File: config.mk
export PLATFORM = sky130hd
export DESIGN_NAME = register_file
export DESIGN_NICKNAME = d
export VERILOG_FILES = /design/src/rtl/register_file.sv
export SDC_FILE = /design/constraint.sdc
export NUM_CORES = 1
export LEC_CHECK = 0
export BUFFER_PORTS_ARGS = -buffer_cell sky130_fd_sc_hd__clkbuf_2
export CORE_ASPECT_RATIO = 0.75
export CORE_MARGIN = 5
export CORE_UTILIZATION = 35
export DETAILED_ROUTE_END_ITERATION = 8
export PLACE_DENSITY = 0.53
export SLEW_MARGIN = 20
export SYNTH_ARGS = -nofsm -noshare
export SYNTH_HDL_FRONTEND = slang
export SYNTH_SLANG_ARGS = --single-unit
File: constraint.sdc
create_clock -name clock -period 3.3 [get_ports clock]
set_clock_uncertainty 0.2 [all_clocks]
set_input_delay 0 -clock clock [delete_from_list [all_inputs] [get_ports clock]]
set_output_delay 0 -clock clock [all_outputs]
set_load 0.03 [all_outputs]
File: src/rtl/register_file.sv
// ---------------------------------------------------------------------------
// register_file
//
// Bank of NumRegs registers, each DataBits wide, for the 8-bit computer.
// One write port applies LOAD / INC / DEC / CLR to the addressed register.
// Two independent combinational read ports are available. When Bypass=1, a
// read of the register being written returns the value that register will
// take at the next edge. Registered zero/carry flags describe the last
// executed write.
//
// Parameters
//   DataBits  width of every register and data port
//   NumRegs   number of registers (2..256)
//   AddrBits  address width, 2**AddrBits >= NumRegs
//   Bypass    1: write-to-read forwarding, 0: reads return stored value
//
// Ports
//   clock      rising-edge clock
//   bReset     asynchronous active-low reset
//   wr_enable  execute wr_op on wr_addr at the rising edge
//   wr_addr    write target
//   wr_op      00 LOAD, 01 INC, 10 DEC, 11 CLR
//   wr_data    LOAD operand
//   rd_addr_a  read port A address   rd_data_a  read port A data
//   rd_addr_b  read port B address   rd_data_b  read port B data
//   zero       last executed write produced 0
//   carry      carry/borrow of last executed write
// ---------------------------------------------------------------------------
module register_file #(
  parameter int DataBits = 8,
  parameter int NumRegs  = 4,
  parameter int AddrBits = 2,
  parameter bit Bypass   = 1'b1
) (
  input  logic                clock,
  input  logic                bReset,
  input  logic                wr_enable,
  input  logic [AddrBits-1:0] wr_addr,
  input  logic [1:0]          wr_op,
  input  logic [DataBits-1:0] wr_data,
  input  logic [AddrBits-1:0] rd_addr_a,
  output logic [DataBits-1:0] rd_data_a,
  input  logic [AddrBits-1:0] rd_addr_b,
  output logic [DataBits-1:0] rd_data_b,
  output logic                zero,
  output logic                carry
);

  typedef enum logic [1:0] {
    OP_LOAD = 2'b00,
    OP_INC  = 2'b01,
    OP_DEC  = 2'b10,
    OP_CLR  = 2'b11
  } wr_op_e;

  // One extra bit so NumRegs = 2**AddrBits is representable.
  localparam logic [AddrBits:0] NumRegsW = (AddrBits + 1)'(NumRegs);

  logic [DataBits-1:0] regs [NumRegs];

  wr_op_e              op;
  logic                wr_in_range;
  logic                wr_fire;
  logic [DataBits-1:0] cur_val;
  logic [DataBits-1:0] stored_a;
  logic [DataBits-1:0] stored_b;
  logic [DataBits:0]   sum;
  logic [DataBits-1:0] wr_result;
  logic                wr_carry;

  assign op          = wr_op_e'(wr_op);
  assign wr_in_range = ({1'b0, wr_addr} < NumRegsW);
  // A write held during reset must neither land nor be forwarded.
  assign wr_fire     = bReset & wr_enable & wr_in_range;

  // Address decode as a compare loop: an address with no matching
  // register leaves the default 0, so the out-of-range reads of a
  // non-power-of-two bank need no separate handling.
  always_comb begin
    // NOTE: every combinational output gets a default first, so no path
    // leaves it unassigned and no latch is inferred.
    cur_val  = '0;
    stored_a = '0;
    stored_b = '0;
    for (int i = 0; i < NumRegs; i++) begin
      if (wr_addr   == AddrBits'(i)) cur_val  = regs[i];
      if (rd_addr_a == AddrBits'(i)) stored_a = regs[i];
      if (rd_addr_b == AddrBits'(i)) stored_b = regs[i];
    end
  end

  // One extra bit on the adder: MSB is the carry on INC and the borrow
  // on DEC (0 - 1 sets every bit, including the MSB).
  always_comb begin
    sum = '0;
    case (op)
      OP_LOAD: sum = {1'b0, wr_data};
      OP_INC:  sum = {1'b0, cur_val} + (DataBits + 1)'(1);
      OP_DEC:  sum = {1'b0, cur_val} - (DataBits + 1)'(1);
      OP_CLR:  sum = '0;
      default: sum = '0;
    endcase
  end

  assign wr_result = sum[DataBits-1:0];
  assign wr_carry  = sum[DataBits];

  assign rd_data_a = (Bypass && wr_fire && (rd_addr_a == wr_addr)) ? wr_result : stored_a;
  assign rd_data_b = (Bypass && wr_fire && (rd_addr_b == wr_addr)) ? wr_result : stored_b;

  // NOTE: the bank is architectural state that must read 0 straight after
  // reset, so every register sits on the asynchronous reset rather than
  // being left as uninitialised RAM.
  always_ff @(posedge clock or negedge bReset) begin
    if (!bReset) begin
      for (int i = 0; i < NumRegs; i++) regs[i] <= '0;
      zero  <= 1'b0;
      carry <= 1'b0;
    end else if (wr_fire) begin
      // NOTE: non-blocking assignments so every flop samples pre-edge values.
      for (int i = 0; i < NumRegs; i++) begin
        if (wr_addr == AddrBits'(i)) regs[i] <= wr_result;
      end
      zero  <= (wr_result == '0);
      carry <= wr_carry;
    end
  end

endmodule

# After elaboration in Yosys (flattened, before gate mapping)

Index checks and enable logic that the tools add are counted.

Bits of input ports: 19
Output and inout port bits: 18
Logic and storage cells: 49
ROM bits: 0
Bits in latches: 0
Memories kept: 0
Flip-flop bits (word level): 34
Memory bits (writable): 0

Divide/modulo/power cells: 0
Shift-type cells: 0
$lt $le $gt $ge: 0
Reductions and logical operators: 11
Bitwise gates (word level): 1
Muxes and demuxes: 15
$mul: 0
Eq/ne operators: 14
$add $sub $neg: 2

Operators by type and width:

| operator              | number |
|---|---|
| $mux W8               | 14 |
| $pmux W9 S4           | 1 |
| $eq A2 B2 Y1 const B  | 8 |
| $add A8 B1 Y9 const B | 1 |
| $sub A8 B1 Y9 const B | 1 |
| $eq A2 B1 Y1 const B  | 4 |
| $logic_not A2 Y1      | 4 |
| $logic_not A8 Y1      | 1 |
| $reduce_and A2 Y1     | 4 |
| $eq A2 B2 Y1          | 2 |
| $logic_and A1 B1 Y1   | 2 |
| $and A1 B1 Y1         | 1 |

# Longest topological paths before layout

Gate-level depths: netlist of run 1.

Depth in word-level cells: 8
Mapped depth: 10
Mapped depth without buffers: 9

# Worst setup path after synthesis of run 1

OpenSTA, ideal clock, no wires.

Path kind: input to output
Start point: in wr_addr[0]
End point: out rd_data_a[6]
Data required time: 3.100 ns
Cell stages on the path: 10
Setup slack: -0.025 ns
Buffers on the path: 2
Arrival time: 3.125 ns
Cells stage by stage: buf_6 > clkbuf_1 > mux4_2 > fa_1 > and3_1 > o21a_1 > o31a_1 > a211oi_1 > a21oi_1 > mux2i_1

Longest elaborated chain between the ends: 8
Elaborated cells between the ends (all ways): 14
Classes of those cells: 2 x add/sub; 4 x eq/ne; 6 x mux; 2 x reduce/logical

Ends and longest elaborated chain:

| item                                                  | RTL line | RTL |
|---|---|---|
| start: declaration                                    | 38       | `input logic [AddrBits-1:0] wr_addr,` |
| $logic_not A2 Y1                                      | 86       | `if (wr_addr == AddrBits'(i)) cur_val = regs[i];` |
| $mux W8 (4 in a row)                                  | 86       |  |
| $sub A8 B1 Y9 / $add A8 B1 Y9 (equally long branches) | 99, 98   |  |
| $pmux W9 S4                                           | 96       | `case (op)` |
| $mux W8 *                                             | 108      | `assign rd_data_a = (Bypass && wr_fire && (rd_addr_a == wr_addr)) ? wr_result : stored_a;` |
| end: declaration                                      | 42       | `output logic [DataBits-1:0] rd_data_a,` |

Mark *: on every way between the ends. The rest lies on a longest branch, timed or not.

# Worst setup path in the final report of run 1

Start point: reg regs[2] (netlist bit)
End point: out rd_data_a[7]

Longest elaborated chain between the ends: 4
Elaborated cells between the ends (all ways): 5
Classes of those cells: 2 x add/sub; 3 x mux

Ends and longest elaborated chain:

| item                                                  | RTL line | RTL |
|---|---|---|
| start: declaration                                    | 59       | `logic [DataBits-1:0] regs [NumRegs];` |
| start signal: indexed assignment                      | 122      | `if (wr_addr == AddrBits'(i)) regs[i] <= wr_result;` |
| $mux W8 *                                             | 86       |  |
| $sub A8 B1 Y9 / $add A8 B1 Y9 (equally long branches) | 99, 98   |  |
| $pmux W9 S4 *                                         | 96       |  |
| $mux W8 *                                             | 108      |  |

Marks and branches as above.

==> results of run 1 <==
==> state kept, by name, indices dropped and copies added, names as in the netlist <==
register / cells
carry: 1
regs: 32
zero: 1
==> where the power goes <==
| group | total [mW] | switching [mW] | internal [mW] |
|---|---|---|---|
| Clock | 0.301 | 0.140 | 0.161 |
| Combinational | 0.935 | 0.500 | 0.435 |
| Sequential | 0.618 | 0.0961 | 0.522 |
| Total | 1.85 | 0.737 | 1.12 |
==> worst max-delay path: stages, from the launching register on <==
cell	delay [ps]
sky130_fd_sc_hd__dfrtp_1	400
sky130_fd_sc_hd__mux4_2	560
sky130_fd_sc_hd__ha_4	280
sky130_fd_sc_hd__and2_4	140
sky130_fd_sc_hd__and3_4	190
sky130_fd_sc_hd__o41ai_4	340
sky130_fd_sc_hd__mux2i_2	140
sky130_fd_sc_hd__a211oi_4	370
sky130_fd_sc_hd__mux2i_1	130
sky130_fd_sc_hd__buf_4	190
==> final cells by class <==
| cell class | instances | area share |
|---|---|---|
| Multi-Input combinational cell | 186 | 0.5323 |
| Inverter | 14 | 0.01622 |
| Sequential cell | 34 | 0.2626 |
| Clock buffer | 6 | 0.02549 |
| Timing Repair Buffer | 62 | 0.1244 |
| Tap cell | 101 | 0.03901 |
==> timing repair <==
action,4_1_cts,5_1_grt
gates cloned,0,0
setup buffers,2,9
hold buffers,7,0
gates resized for setup,4,22
pin swaps,3,8
setup endpoints to repair,6,6
hold endpoints to repair,54,0
==> kinds of logic (layout without fill, tap and decap cells) <==
| logic type | count (synthesis) | after routing | share of synthesized area |
|---|---|---|---|
| AO/OA/AOI/OAI | 62 | 62 | 0.1562 |
| XOR/XNOR | 7 | 7 | 0.02369 |
| adder cells (fa/ha/maj) | 11 | 11 | 0.05609 |
| buffers and inverters | 28 | 82 | 0.04352 |
| flip-flops | 34 | 34 | 0.3288 |
| multiplexers | 42 | 42 | 0.2809 |
| AND/OR/NAND/NOR | 64 | 64 | 0.1107 |
==> synthesized netlist by cell type (all sizes together), types with 2 or more instances <==
| cell | number |
|---|---|
| a22o | 2 |
| ha | 10 |
| nand4 | 2 |
| a211oi | 2 |
| buf | 3 |
| inv | 14 |
| dfrtp | 34 |
| a32o | 2 |
| nand2 | 31 |
| nor2 | 17 |
| xor2 | 6 |
| mux4 | 24 |
| nor3 | 4 |
| o21a | 4 |
| and3 | 2 |
| clkbuf | 11 |
| nand2b | 2 |
| mux2i | 13 |
| a21oi | 15 |
| a22oi | 4 |
| mux2 | 5 |
| o21ai | 27 |
==> routing by layer <==
metal | share of wire | GRT usage | vias up
met4 | 0.0077 | 0.02718 | 0
met5 | 0 | 0 | -
met3 | 0.068 | 0.03151 | 7
met1 | 0.47 | 0.2600 | 1039
met2 | 0.45 | 0.2414 | 67
li1 | - | - | 1026
==> stage by stage <==
stage,TNS (ps),setup WS (ps)
after global placement,0,234.4
after global routing,-84.01,-42.63
final,0,75.31
after floorplan,-49.96,-24.98
after detailed placement,0,161.3
after CTS,0,22.57
==> worst paths after layout <==
check | startpoint | to | cells after the start
min in group asynchronous | bReset | regs[8] | 3
min | wr_data[2] | regs[26] | 4
max | regs[2] | rd_data_a[7] | 9
max in group asynchronous | bReset | regs[12] | 3
max reg2reg | regs[1] | regs[22] | 10
min reg2reg | zero | zero | 1
==> results.txt, run 1 <==
run status - complete, no violations
post-layout minimum cycle time - 3225 ps
clock tree from TritonCTS - built
number of antenna violations at the first check in global routing - 0
# Max-Cap Violations - 0
part of the Yosys area used for sequential elements - 0.3288
Max clock buf depth - 2
Critical Path Sink Type - output pin
horizontal extent of the die - 109.3 um
flip-flop and latch count after synthesis - 34
Chip Height - 84.46 um
most common library cell in the layout ignoring fill and taps - sky130_fd_sc_hd__dfrtp_1
CTS H-Tree Depth - 2
wire per inst - 18.12 um
pin count of the biggest net entering global routing - 37
unrepaired setup endpoints after global routing - yes
Max Slew Vio Count - 0
critical path launch point type - flip-flop
Rel. slew slack - 0.4741
power density relative to cell area - 572.3 nW/um^2
slew at the pin closest to its max-slew limit - 784.7 ps
synthesized area per cell - 10.43 um^2
library cell occupying the most area in the post-synthesis netlist - sky130_fd_sc_hd__dfrtp_1
type of the worst setup path - reg -> out
FF/Latch Area - 850.8 um^2
Layout area overhead - 25.19%
Synthesized Nets - 278
Vias/cell - 5.308
hold slack final - 15.62 ps
global-route wire length before repair - 11.63 mm
DRT Wirelength - 7.301 mm
Post-route DRC - 0
total I/O pin count - 37
path class of the lowest-slack min-delay path - in -> reg
CTS clock-pin slew for the worst setup and hold paths - 60 ps
end-of-flow core utilization - 0.4460
commonest cells after routing, fill and taps aside - sky130_fd_sc_hd__dfrtp_1, sky130_fd_sc_hd__nand2_1, sky130_fd_sc_hd__clkbuf_2
Placeable Area - 7263 um^2
starting density of the core - 0.3562
DIE AREA - 9230 um^2
Netlist Area Pre-Place - 2587 um^2
post-synthesis async set-or-reset flop share - 1.000
count of yosys warnings during synthesis - 0
main flop type after synthesis - sky130_fd_sc_hd__dfrtp_1
count of flip-flops with a built-in enable after synthesis - 0
number of diodes - 0
critical path data arrival time - 3020 ps
number of standard-cell rows in the floorplan - 27
Leakage - 1.405 nW
insertion delay of the later-clocked pin in the worst-skew pair - 280 ps
final clock period utilization by the worst path - 0.9772
worst reg2reg setup slack - 230 ps
number of instances in the synthesized netlist - 248
number of standard cells in the final layout excluding fillers - 403
final setup violating endpoints - 0
# clock sinks - 34
largest cells by area after synthesis - sky130_fd_sc_hd__dfrtp_1, sky130_fd_sc_hd__mux4_2, sky130_fd_sc_hd__mux2i_1
final hold vios - 0
Num CTS Buffers - 5
GRT Total Usage - 0.1661
VDD IR max - 268.2 uV
global placer's final weighted congestion - 0.8434
number of global-route vias before repair - 2155
achievable clock frequency - 310.1 MHz
buffer cell driving the clock tree root - sky130_fd_sc_hd__clkbuf_8
ANT nets after route - 0
area after detailed placement - 2894 um^2
final non-filler cell area - 3239 um^2
Remaining Overflow, GRT - 0
share of layout cells above drive strength 1 - 0.3609
via count of the routed design - 2139
first-pass iteration count of the detailed router - 4
top-area cell type share of the netlist area - 0.3288
layout filler cell count - 706
required time at the endpoint of the critical path - 3100 ps
Total Power - 1.854 mW
multi-input logic area - 1724 um^2
initial DRC count - 101
maximum net fanout on the critical path - 7
Port-buffer cells - 36
post-synth cell types - 43
cell count after placement - 379
detailed placer's ending HPWL - 5.389 mm
Post-layout nets - 333
Note: power is estimated with default switching activity, not from simulation.
==> run 2: changes to the inputs <==
--- a/config.mk
+++ b/config.mk
@@ -10,6 +10,7 @@
 export CORE_MARGIN = 5
 export CORE_UTILIZATION = 35
 export DETAILED_ROUTE_END_ITERATION = 8
+export GPL_TIMING_DRIVEN = 0
 export PLACE_DENSITY = 0.53
 export SLEW_MARGIN = 20
 export SYNTH_ARGS = -nofsm -noshare
==> results.txt, run 2 (synthesized netlist as in run 1, its figures left out) <==
buffer cell driving the clock tree root - sky130_fd_sc_hd__clkbuf_8 (unchanged)
final clock period utilization by the worst path - 0.9981 (was 0.9772)
horizontal extent of the die - 109.3 um (unchanged)
starting density of the core - 0.3562 (unchanged)
largest register by flop count - regs (unchanged)
global route hottest layer - met1 (unchanged)
number of standard-cell rows in the floorplan - 27 (unchanged)
clock tree from TritonCTS - built (unchanged)
layout filler cell count - 712 (was 706)
CTS H-Tree Depth - 2 (unchanged)
path class of the lowest-slack min-delay path - in -> reg (unchanged)
Placeable Area - 7263 um^2 (unchanged)
met2 Resource Use GR - 0.2681 (was 0.2414)
worst setup slack before clock tree synthesis - -433.1 ps (was 161.3 ps)
reg2reg path depth - 10 (unchanged)
slew at the pin closest to its max-slew limit - 1120 ps (was 784.7 ps)
Leakage - 1.404 nW (was 1.405 nW)
Post-route DRC - 0 (unchanged)
final hold vios - 0 (unchanged)
Chip Height - 84.46 um (unchanged)
global-route wire length before repair - 12.63 mm (was 11.63 mm)
max FFs per register - 32 (unchanged)
DRT Wirelength - 8.025 mm (was 7.301 mm)
power density relative to cell area - 593.6 nW/um^2 (was 572.3 nW/um^2)
critical path data arrival time - 3090 ps (was 3020 ps)
CTS clock-pin slew for the worst setup and hold paths - 70 ps (was 60 ps)
total I/O pin count - 37 (unchanged)
ANT nets after route - 0 (unchanged)
Top Registers - regs x32, carry x1, zero x1 (unchanged)
maximum net fanout on the critical path - 4 (was 7)
critical path launch point type - flip-flop (unchanged)
Post-layout nets - 336 (was 333)
# Max-Cap Violations - 0 (unchanged)
Max clock buf depth - 2 (unchanged)
global placer's final weighted congestion - 0.8728 (was 0.8434)
Port-buffer cells - 30 (was 36)
achievable clock frequency - 303.6 MHz (was 310.1 MHz)
number of diodes - 0 (unchanged)
# clock sinks - 34 (unchanged)
unrepaired setup endpoints after global routing - yes (unchanged)
Remaining Overflow, GRT - 0 (unchanged)
Hold Path Depth - 3 (was 4)
number of global-route vias before repair - 2211 (was 2155)
run status - complete, no violations (unchanged)
type of the worst setup path - reg -> out (unchanged)
Rel. slew slack - 0.2491 (was 0.4741)
Max Slew Vio Count - 0 (unchanged)
commonest cells after routing, fill and taps aside - sky130_fd_sc_hd__dfrtp_1, sky130_fd_sc_hd__nand2_1, sky130_fd_sc_hd__clkbuf_2 (unchanged)
fin worst setup slack - 6.258 ps (was 75.31 ps)
first-pass iteration count of the detailed router - 4 (unchanged)
number of standard cells in the final layout excluding fillers - 408 (was 403)
Layout area overhead - 25.39% (was 25.19%)
Vias/cell - 5.392 (was 5.308)
Num CTS Buffers - 5 (unchanged)
fraction of met3 tracks used by global routing - 0.03459 (was 0.03151)
most common library cell in the layout ignoring fill and taps - sky130_fd_sc_hd__dfrtp_1 (unchanged)
final setup violating endpoints - 0 (unchanged)
number of antenna violations at the first check in global routing - 0 (unchanged)
FF/Latch Area - 850.8 um^2 (unchanged)
Critical Path Sink Type - output pin (unchanged)
pin count of the biggest net entering global routing - 35 (was 37)
share of layout cells above drive strength 1 - 0.3225 (was 0.3609)
wire per inst - 19.67 um (was 18.12 um)
routing usage on met1 - 0.2860 (was 0.2600)
initial DRC count - 119 (was 101)
GRT Total Usage - 0.1831 (was 0.1661)
cell count after placement - 379 (unchanged)
required time at the endpoint of the critical path - 3100 ps (about the same)
via count of the routed design - 2200 (was 2139)
DIE AREA - 9230 um^2 (unchanged)
end-of-flow core utilization - 0.4467 (was 0.4460)
post-layout minimum cycle time - 3294 ps (was 3225 ps)
multi-input logic area - 1692 um^2 (was 1724 um^2)
detailed placer's ending HPWL - 5.486 mm (was 5.389 mm)
insertion delay of the later-clocked pin in the worst-skew pair - 290 ps (was 280 ps)
VDD IR max - 253.0 uV (was 268.2 uV)
post-route setup TNS - 0 ps (unchanged)
-- run 2: cell count changes in the layout (fill, tap and decap cells not counted), sizes merged --
cell,previous run,this run
clkbuf,37,44
buf,24,22
-- run 2: cell type report --
| class | count | share of cell area |
|---|---|---|
| clock buffer | 8 | 0.03394 |
| tap | 101 | 0.03895 |
| multi-input combinational | 186 | 0.5214 |
| inverter | 14 | 0.01620 |
| timing repair buffer | 51 | 0.1080 |
| buffer | 14 | 0.01928 |
| sequential | 34 | 0.2622 |
-- run 2: power by group --
group | total [mW] | switching, mW | internal [mW]
logic | 0.926 | 0.502 | 0.424
registers | 0.620 | 0.0990 | 0.521
clock network | 0.379 | 0.168 | 0.211
-- run 2: metrics by stage --
step / power, mW / hold WS, ps / area, um^2
final: 1.926 / 47.42 / 3244
after floorplan: 1.220 / -495.6 / 2587
after CTS: 1.883 / 18.00 / 3177
after detailed placement: 1.445 / 6.712 / 2864
after global placement: 1.427 / -7.138 / 2864
after global routing: 2.048 / 65.45 / 3244
-- run 2: final timing paths --
path | start | endpoint | slack (ps)
min in group asynchronous | bReset | regs[11] | 80
worst min-delay path | wr_data[2] | regs[26] | 50
max in group asynchronous | bReset | regs[2] | 2620
worst max register to register | regs[1] | regs[21] | 170
worst min register to register | carry | carry | 320
worst max-delay path | regs[1] | rd_data_a[5] | 6
-- run 2: timing repair --
action                                  4_1_cts  5_1_grt
hold endpoints to repair                     55        0
endpoints found under the setup margin       11        6
pin swaps                                     4        2
hold buffers                                  8        0
resized for setup                            16        6
setup buffers                                 5        8
-- run 2: worst max-delay path, cell delays in order (launching register included) --
cell and delay [ps]:
sky130_fd_sc_hd__dfrtp_1 400, sky130_fd_sc_hd__mux4_2 530, sky130_fd_sc_hd__ha_1 310, sky130_fd_sc_hd__and2_1 160, sky130_fd_sc_hd__and3_1 240, sky130_fd_sc_hd__o41a_1 360
sky130_fd_sc_hd__xor2_2 170, sky130_fd_sc_hd__a22oi_2 270, sky130_fd_sc_hd__mux2i_1 140, sky130_fd_sc_hd__buf_4 220
-- run 2: per-layer routing --
metal,vias up,share of wire,wire length [um]
met3,2,0.058,464
met4,0,0.0031,25
met5,-,0,0
met1,1096,0.51,4057
li1,1034,-,-
met2,68,0.43,3478
